`src/rtl/mem_port_arbiter.sv`:
```
// rtl/mem_port_arbiter.sv - two-requester round-robin arbiter onto one wait-stated RAM port
//
// Purpose: grants one of two requesters (0 = fetch, 1 = data) access to a
// shared 32-bit RAM, performs byte/halfword/word accesses with lane steering,
// and completes each access with a 4-phase mfa/mfc handshake.
//
// Ports:
//   clk, clr                  clock, asynchronous active-low reset
//   mfa0/1, rw0/1, mas0/1     request, 1=read, size (00 b, 01 h, 10 w, 11 reserved)
//   addr0/1, wdata0/1         byte address, right-justified write data
//   mfc0/1                    completion to each requester
//   rdata, err                read result / fault, valid while an mfc is high
//   ram_en, ram_we, ram_addr  RAM select, write strobe, word-aligned address
//   ram_be, ram_wdata         byte-lane enables, lane-steered write data
//   ram_rdata                 RAM read data
//   busy, gnt                 not-idle flag, owner of the current access
module mem_port_arbiter #(
  parameter int ADDR_W      = 8,
  parameter int WAIT_STATES = 2
) (
  input  logic              clk,
  input  logic              clr,
  input  logic              mfa0,
  input  logic              mfa1,
  input  logic              rw0,
  input  logic              rw1,
  input  logic [1:0]        mas0,
  input  logic [1:0]        mas1,
  input  logic [ADDR_W-1:0] addr0,
  input  logic [ADDR_W-1:0] addr1,
  input  logic [31:0]       wdata0,
  input  logic [31:0]       wdata1,
  output logic              mfc0,
  output logic              mfc1,
  output logic [31:0]       rdata,
  output logic              err,
  output logic              ram_en,
  output logic              ram_we,
  output logic [ADDR_W-1:0] ram_addr,
  output logic [3:0]        ram_be,
  output logic [31:0]       ram_wdata,
  input  logic [31:0]       ram_rdata,
  output logic              busy,
  output logic              gnt
);

  typedef enum logic [1:0] {IDLE, ACCESS, DONE} state_t;

  state_t            state, state_n;
  logic [3:0]        cnt;
  logic              last;
  logic              l_rw;
  logic [1:0]        l_mas;
  logic [ADDR_W-1:0] l_addr;
  logic [31:0]       l_wdata;

  logic              win;
  logic              sel_rw;
  logic [1:0]        sel_mas;
  logic [ADDR_W-1:0] sel_addr;
  logic [31:0]       sel_wdata;
  logic              sel_fault;
  logic              mfa_g;
  logic [31:0]       rd_shift;
  logic [31:0]       rd_ext;

  // On a tie the requester that did not own the previous access wins.
  always_comb begin
    if (mfa0 && mfa1) win = ~last;
    else              win = mfa1;
    sel_rw    = win ? rw1    : rw0;
    sel_mas   = win ? mas1   : mas0;
    sel_addr  = win ? addr1  : addr0;
    sel_wdata = win ? wdata1 : wdata0;
    sel_fault = (sel_mas == 2'b11) ||
                (sel_mas == 2'b01 && sel_addr[0]) ||
                (sel_mas == 2'b10 && sel_addr[1:0] != 2'b00);
  end

  assign mfa_g = gnt ? mfa1 : mfa0;
  assign busy  = (state != IDLE);

  // DONE spends its first cycle raising mfc; it may only leave once mfc has
  // been presented and the owner's mfa is seen low.
  always_comb begin
    state_n = state;
    case (state)
      IDLE:    if (mfa0 || mfa1) state_n = sel_fault ? DONE : ACCESS;
      ACCESS:  if (cnt == 4'd0) state_n = DONE;
      DONE:    if ((mfc0 || mfc1) && !mfa_g) state_n = IDLE;
      default: state_n = IDLE;
    endcase
  end

  always_comb begin
    ram_en    = 1'b0;
    ram_we    = 1'b0;
    ram_be    = 4'b0000;
    ram_addr  = '0;
    ram_wdata = 32'd0;
    if (state == ACCESS) begin
      ram_en   = 1'b1;
      ram_we   = ~l_rw;
      ram_addr = {l_addr[ADDR_W-1:2], 2'b00};
      case (l_mas)
        2'b00: begin
          ram_be    = 4'b0001 << l_addr[1:0];
          ram_wdata = {4{l_wdata[7:0]}};
        end
        2'b01: begin
          ram_be    = 4'b0011 << l_addr[1:0];
          ram_wdata = {2{l_wdata[15:0]}};
        end
        default: begin
          ram_be    = 4'b1111;
          ram_wdata = l_wdata;
        end
      endcase
    end
  end

  // Little-endian lane extraction: move the addressed lane down to bit 0.
  always_comb begin
    rd_shift = ram_rdata >> {l_addr[1:0], 3'b000};
    case (l_mas)
      2'b00:   rd_ext = {24'd0, rd_shift[7:0]};
      2'b01:   rd_ext = {16'd0, rd_shift[15:0]};
      default: rd_ext = ram_rdata;
    endcase
  end

  always_ff @(posedge clk or negedge clr) begin
    if (!clr) begin
      state   <= IDLE;
      cnt     <= 4'd0;
      last    <= 1'b1;
      gnt     <= 1'b0;
      mfc0    <= 1'b0;
      mfc1    <= 1'b0;
      err     <= 1'b0;
      rdata   <= 32'd0;
      l_rw    <= 1'b0;
      l_mas   <= 2'b00;
      l_addr  <= '0;
      l_wdata <= 32'd0;
    end else begin
      state <= state_n;
      mfc0  <= (state == DONE) && (state_n == DONE) && !gnt;
      mfc1  <= (state == DONE) && (state_n == DONE) && gnt;
      case (state)
        IDLE: begin
          if (mfa0 || mfa1) begin
            gnt     <= win;
            last    <= win;
            l_rw    <= sel_rw;
            l_mas   <= sel_mas;
            l_addr  <= sel_addr;
            l_wdata <= sel_wdata;
            cnt     <= 4'(WAIT_STATES);
            if (sel_fault) err <= 1'b1;
          end
        end
        ACCESS: begin
          if (cnt != 4'd0) begin
            cnt <= cnt - 4'd1;
          end else begin
            rdata <= rd_ext;
            err   <= 1'b0;
          end
        end
        default: ;
      endcase
    end
  end

endmodule

```
`config.mk`:
```
export PLATFORM = sky130hd
export DESIGN_NAME = mem_port_arbiter
export DESIGN_NICKNAME = d
export VERILOG_FILES = /design/src/rtl/mem_port_arbiter.sv
export SDC_FILE = /design/constraint.sdc
export NUM_CORES = 1
export LEC_CHECK = 0
export CAP_MARGIN = 20
export CORE_UTILIZATION = 46
export CTS_CLUSTER_DIAMETER = 150
export DETAILED_ROUTE_END_ITERATION = 16
export GPL_ROUTABILITY_DRIVEN = 0
export PLACE_DENSITY = 0.86
export SYNTH_ARGS = -nofsm -noshare
export SYNTH_HDL_FRONTEND = slang
export SYNTH_SLANG_ARGS = --single-unit
```
`constraint.sdc`:
```
create_clock -name clk -period 3.3 [get_ports clk]
set_clock_uncertainty 0.1 [all_clocks]
set_input_delay 0.33 -clock clk [delete_from_list [all_inputs] [get_ports clk]]
set_output_delay 0.33 -clock clk [all_outputs]
set_load 0.03 [all_outputs]
```
---- Yosys cells after proc, flatten, opt, wreduce, memory -nomap -nowiden ----
Cells that the tools add are included.
cells by class
  bitwise gates (word level) .............. 3
  reduce and logical (&&, ||, !) cells .... 24
  muxes and demuxes ....................... 26
  add/subtract/negate cells ............... 1
  equal/unequal tests ..................... 11
  shifts and indexed selects .............. 3
operator list
  kind                                              count
  case mux 32 bit (2 select lines)                  2
  2-to-1 mux 32 bit                                 2
  >> shifter 32 x 5 -> 16 bit                       1
  2-to-1 mux 8 bit                                  2
  case mux 4 bit (2 select lines)                   2
  2-to-1 mux 4 bit                                  3
  2-to-1 mux 2 bit                                  5
  == test 2 bit, second input constant              4
  2-to-1 mux 1 bit                                  8
  logical AND 1 bit                                 7
  == test 2 x 1 -> 1 bit, second input constant     3
  inequality test 2 bit, second input constant      3
  case mux 2 bit (3 select lines)                   1
  nonzero test 2 bit                                3
  logical NOT 2 bit                                 2
  logical NOT 4 bit                                 1
  logical OR 1 bit                                  4
  AND reduction 2 bit                               2
  AND reduction 4 bit                               1
  nonzero test 4 bit                                1
  left shift 1 x 2 -> 4 bit, first input constant   1
  left shift 2 x 2 -> 4 bit, first input constant   1
  subtractor 4 x 1 -> 4 bit, second input constant  1
  inverter 1 bit                                    3
  4 further kinds                                   5
word-level totals
  flip-flop bits (word level) ............. 86
  output and inout port bits .............. 83

---- Logic depth before layout (Yosys ltp) ----
  depth in word-level cells ............... 13
  mapped depth ............................ 8
  mapped depth without buffers ............ 6

---- Worst setup path after synthesis ----
OpenSTA, ideal clock, no wires.
  kind .................................... reg2out
  start point ............................. register state[1]
  end point ............................... output port ram_addr[2]
  stages on the path, launching flop included .. 5
  slack ................................... 1.319 ns
  data arrival time ....................... 1.551 ns
  path through ............................ dfrtp_1 > nand2b_1 > inv_1 > clkbuf_1 > and2_1
on the way
  longest elaborated chain between the ends .. 2
ends and longest elaborated chain
  element                 RTL line  text
  from (decl)             49        state_t state, state_n;
  from (signal assigned)  147       state <= state_n;
  == test 2 x 1 -> 1 bit  101       if (state == ACCESS) begin
  2-to-1 mux 8 bit        101
  to (decl)               39        output logic [ADDR_W-1:0] ram_addr,
No other way between the ends.

---- Worst setup path after layout ----
  start point ............................. register l_mas[0]
  end point ............................... output port ram_wdata[11]
on the way
  longest elaborated chain between the ends .. 3
  elaborated cells between the ends (all ways) .. 4
ends and longest elaborated chain
  element                                                             RTL line  text
  from (decl)                                                         53        logic [1:0] l_mas;
  from (signal assigned)                                              156       l_mas <= sel_mas;
  == test 2 x 1 -> 1 bit / logical NOT 2 bit (equally long branches)  105       case (l_mas)
  case mux 32 bit (2 select lines) *                                  105
  2-to-1 mux 32 bit *                                                 101
  to (decl)                                                           41        output logic [31:0] ram_wdata,
Mark *: on every way between the ends. The rest lies on a longest branch, timed or not.

==> impl_metrics.py <==
metrics = {
    "clock_tree": {
        "cts_buffers": 9,
        "htree_levels": 3,
        "cts_tree": "done",
        "numClockSinks": 86,
        "insertion_delay_ns": 0.37,
        "cts_buffer_depth": 2,
        "post_cts_buffers": 0,
        "cts_root_buffer": "clkbuf_8",
        "clk_pin_slew_worst_paths_ns": 0.10,
    },
    "setup_path": {
        "cp_max_fo": 17,
        "worstSetupPathType": "reg -> out",
        "cp.arrival_ns": 2.55,
        "cp.required_ns": 2.87,
        "endpoint_kind": "output port",
        "worstSetupStartpointType": "flop",
    },
    "sta": {
        "maxSlewViolCount": 0,
        "hold_viol": 0,
        "rsz0062_at_grt": "no",
        "clock.fmax_mhz": 336.1,
        "setup_viol": 0,
        "tightest_slew_ns": 0.7391,
        "tns_ns": 0,
        "post-route-period-util_pct": 90.17,
        "finalCriticalPeriod_ns": 2.976,
        "slew_headroom_pct": 50.72,
    },
    "finish": {
        "fillers": 725,
        "seq_area_um2": 2155,
        "final_cell_mix": "201 x clkdlybuf4s50_1, 95 x nand2_1, 84 x dfrtp_1",
        "multi_input_area_um2": 2367,
        "fin_nets": 839,
        "drive_above_1_share_pct": 5.278,
        "diodes": 0,
        "layout_commonest_cell": "clkdlybuf4s50_1",
        "synthToLayoutAreaGrowth_pct": 48.96,
    },
    "grt": {
        "grt_pass1_vias": 4607,
        "grt_pass1_wl_um": 22520,
        "antenna_found_initial": 0,
        "grt_max_degree": 89,
        "overflow": 0,
        "track_usage_pct": 28.13,
    },
    "power": {
        "p_total_w": 0.006386,
        "p_per_area_nw_per_um2": 906.2,
        "p_leak_nw": 2.980,
        "peakVddDrop_mv": 0.4781,
    },
    "synth": {
        "synth_largest_area_cell": "dfrtp_1",
        "ys_types": 41,
        "syn_area_per_cell_um2": 8.926,
        "synth_top_area_share_pct": 44.96,
        "synth_ff_type": "dfrtp_1",
        "ys_top_cells_by_area": "dfrtp_1 45%, mux2i_1 14%, o21ai_0 7.9%, nand2_1 7.5%, nor2_1 3.4%",
        "yosysSeqAreaShare_pct": 45.52,
        "synth-seq-cells": 86,
        "syn_area_um2": 4731,
        "postSynthCellCount": 530,
        "synth_edf_count": 0,
        "synthArstFlopShare_pct": 100.0,
        "ys_warn_count": 0,
    },
    "routing": {
        "drt_iter0_drc": 298,
        "dr.pass1.iters": 6,
        "wl_per_cell_um": 16.74,
        "postRouteAntennaNets": 0,
        "vias_per_cell": 5.470,
        "wl_um": 14280,
        "vias": 4666,
        "post-route-drc-count": 0,
    },
    "min_path": {
        "hold_path_class": "in -> async",
    },
    "die": {
        "core_um2": 9864,
        "ios": 205,
        "die_w_um": 103.4,
        "die_h_um": 103.4,
        "start_util_pct": 47.96,
        "rows": 36,
        "dieArea_um2": 10690,
    },
    "run": {
        "cap_violations": 0,
    },
    "status": {
        "outcome": "finished, final reports clean",
    },
    "placement": {
        "portBuffers": 202,
        "hpwl_um": 10680,
    },
}
[power by group]
part	leakage (nW)	internal [W]	switching [W]	total (W)
Sequential	1.05	0.00155	0.000402	0.00196
Combinational	1.83	0.00149	0.00216	0.00365
Clock	0.102	0.000361	0.000424	0.000785
Total	2.98	0.00340	0.00298	0.00639
[through the flow]
stage / utilization [%] / cell area [µm²] / hold slack [ns] / setup slack, ns / std cells
after floorplan: - / 4735 / -0.06559 / 1.319 / 531
after global placement: 69.27 / 6833 / 0.2405 / 0.8380 / 836
after detailed placement: 69.27 / 6833 / 0.2434 / 0.7698 / 836
after CTS: 71.44 / 7047 / 0.3790 / 0.3440 / 853
after global routing: 71.44 / 7047 / 0.4149 / 0.1626 / 853
final: 71.44 / 7047 / 0.3766 / 0.3244 / 853
[worst max-delay path, stage by stage, from the launching register on]
cell and delay [ns]:
dfrtp_1 0.61, nor2_1 0.51, nand2_1 0.12, a21oi_1 0.22
clkdlybuf4s50_1 0.72
[synthesized netlist by cell type (2+ instances only)]
cell type  number
a21oi_1        30
a222oi_1        8
a22o_1          9
a2bb2oi_1       6
and2_1         14
buf_1           5
buf_2          11
buf_4           6
buf_6           2
clkbuf_1       16
dfrtp_1        85
ha_1            2
inv_1           7
mux2i_1        67
nand2_1        95
nand2b_1        2
nand3_1         3
nor2_1         43
nor2b_1         3
o21a_1          3
o21ai_0        75
o21ai_1        11
o22ai_1         8
xor2_1          2
[final timing paths]
kind                            slack, ns                     to                  start  cells after the start
worst min-delay path                 0.38  rdata[21]$_DFFE_PN0P_                    clr                      2
worst min register to register       0.39  rdata[26]$_DFFE_PN0P_  rdata[26]$_DFFE_PN0P_                      2
max in group asynchronous            1.96       last$_DFFE_PN1P_                    clr                      3
worst max register to register       1.14  rdata[14]$_DFFE_PN0P_   l_mas[0]$_DFFE_PN0P_                      5
min in group clk                     0.39  rdata[26]$_DFFE_PN0P_  rdata[26]$_DFFE_PN0P_                      2
worst max-delay path                 0.32          ram_wdata[11]   l_mas[0]$_DFFE_PN0P_                      4
[flip-flops by register name (all words and copies together), names as in the netlist, 2 cells and up]
| name | cells |
|---|---|
| l_wdata | 32 |
| rdata | 32 |
| l_addr | 8 |
| cnt | 4 |
| l_mas | 2 |
| state | 2 |
[layer usage]
layer  share of wire [%]  vias up  track usage, %  wire (µm)
li1                    -     2210               -          -
met1                  39     2161           32.68       5509
met2                  50      254           49.06       7128
met3                 8.5       41           7.796       1212
met4                 3.0        0           11.38        431
met5                   0        -               0          0
[layout make-up]
type,instances,area share [%]
Timing Repair Buffer,214,30.15
Multi-Input combinational cell,396,33.59
Inverter,8,0.4261
Sequential cell,86,30.58
Clock buffer,9,1.758
Clock inverter,7,1.136
Tap cell,133,2.362
[kinds of logic after synthesis]
group / share of synthesized area, %
compound gates: 19.25
xor+xnor: 0.3703
fa+ha+maj: 0.5289
buf+inv: 4.999
flops: 45.52
mux: 14.41
other cells: 0.07927
simple gates: 14.84
[timing repair]
action,4_1_cts,5_1_grt
gates resized for setup,0,0
hold buffers,1,0
hold endpoints to repair,41,0
Note: power is estimated with default switching activity, not from simulation.
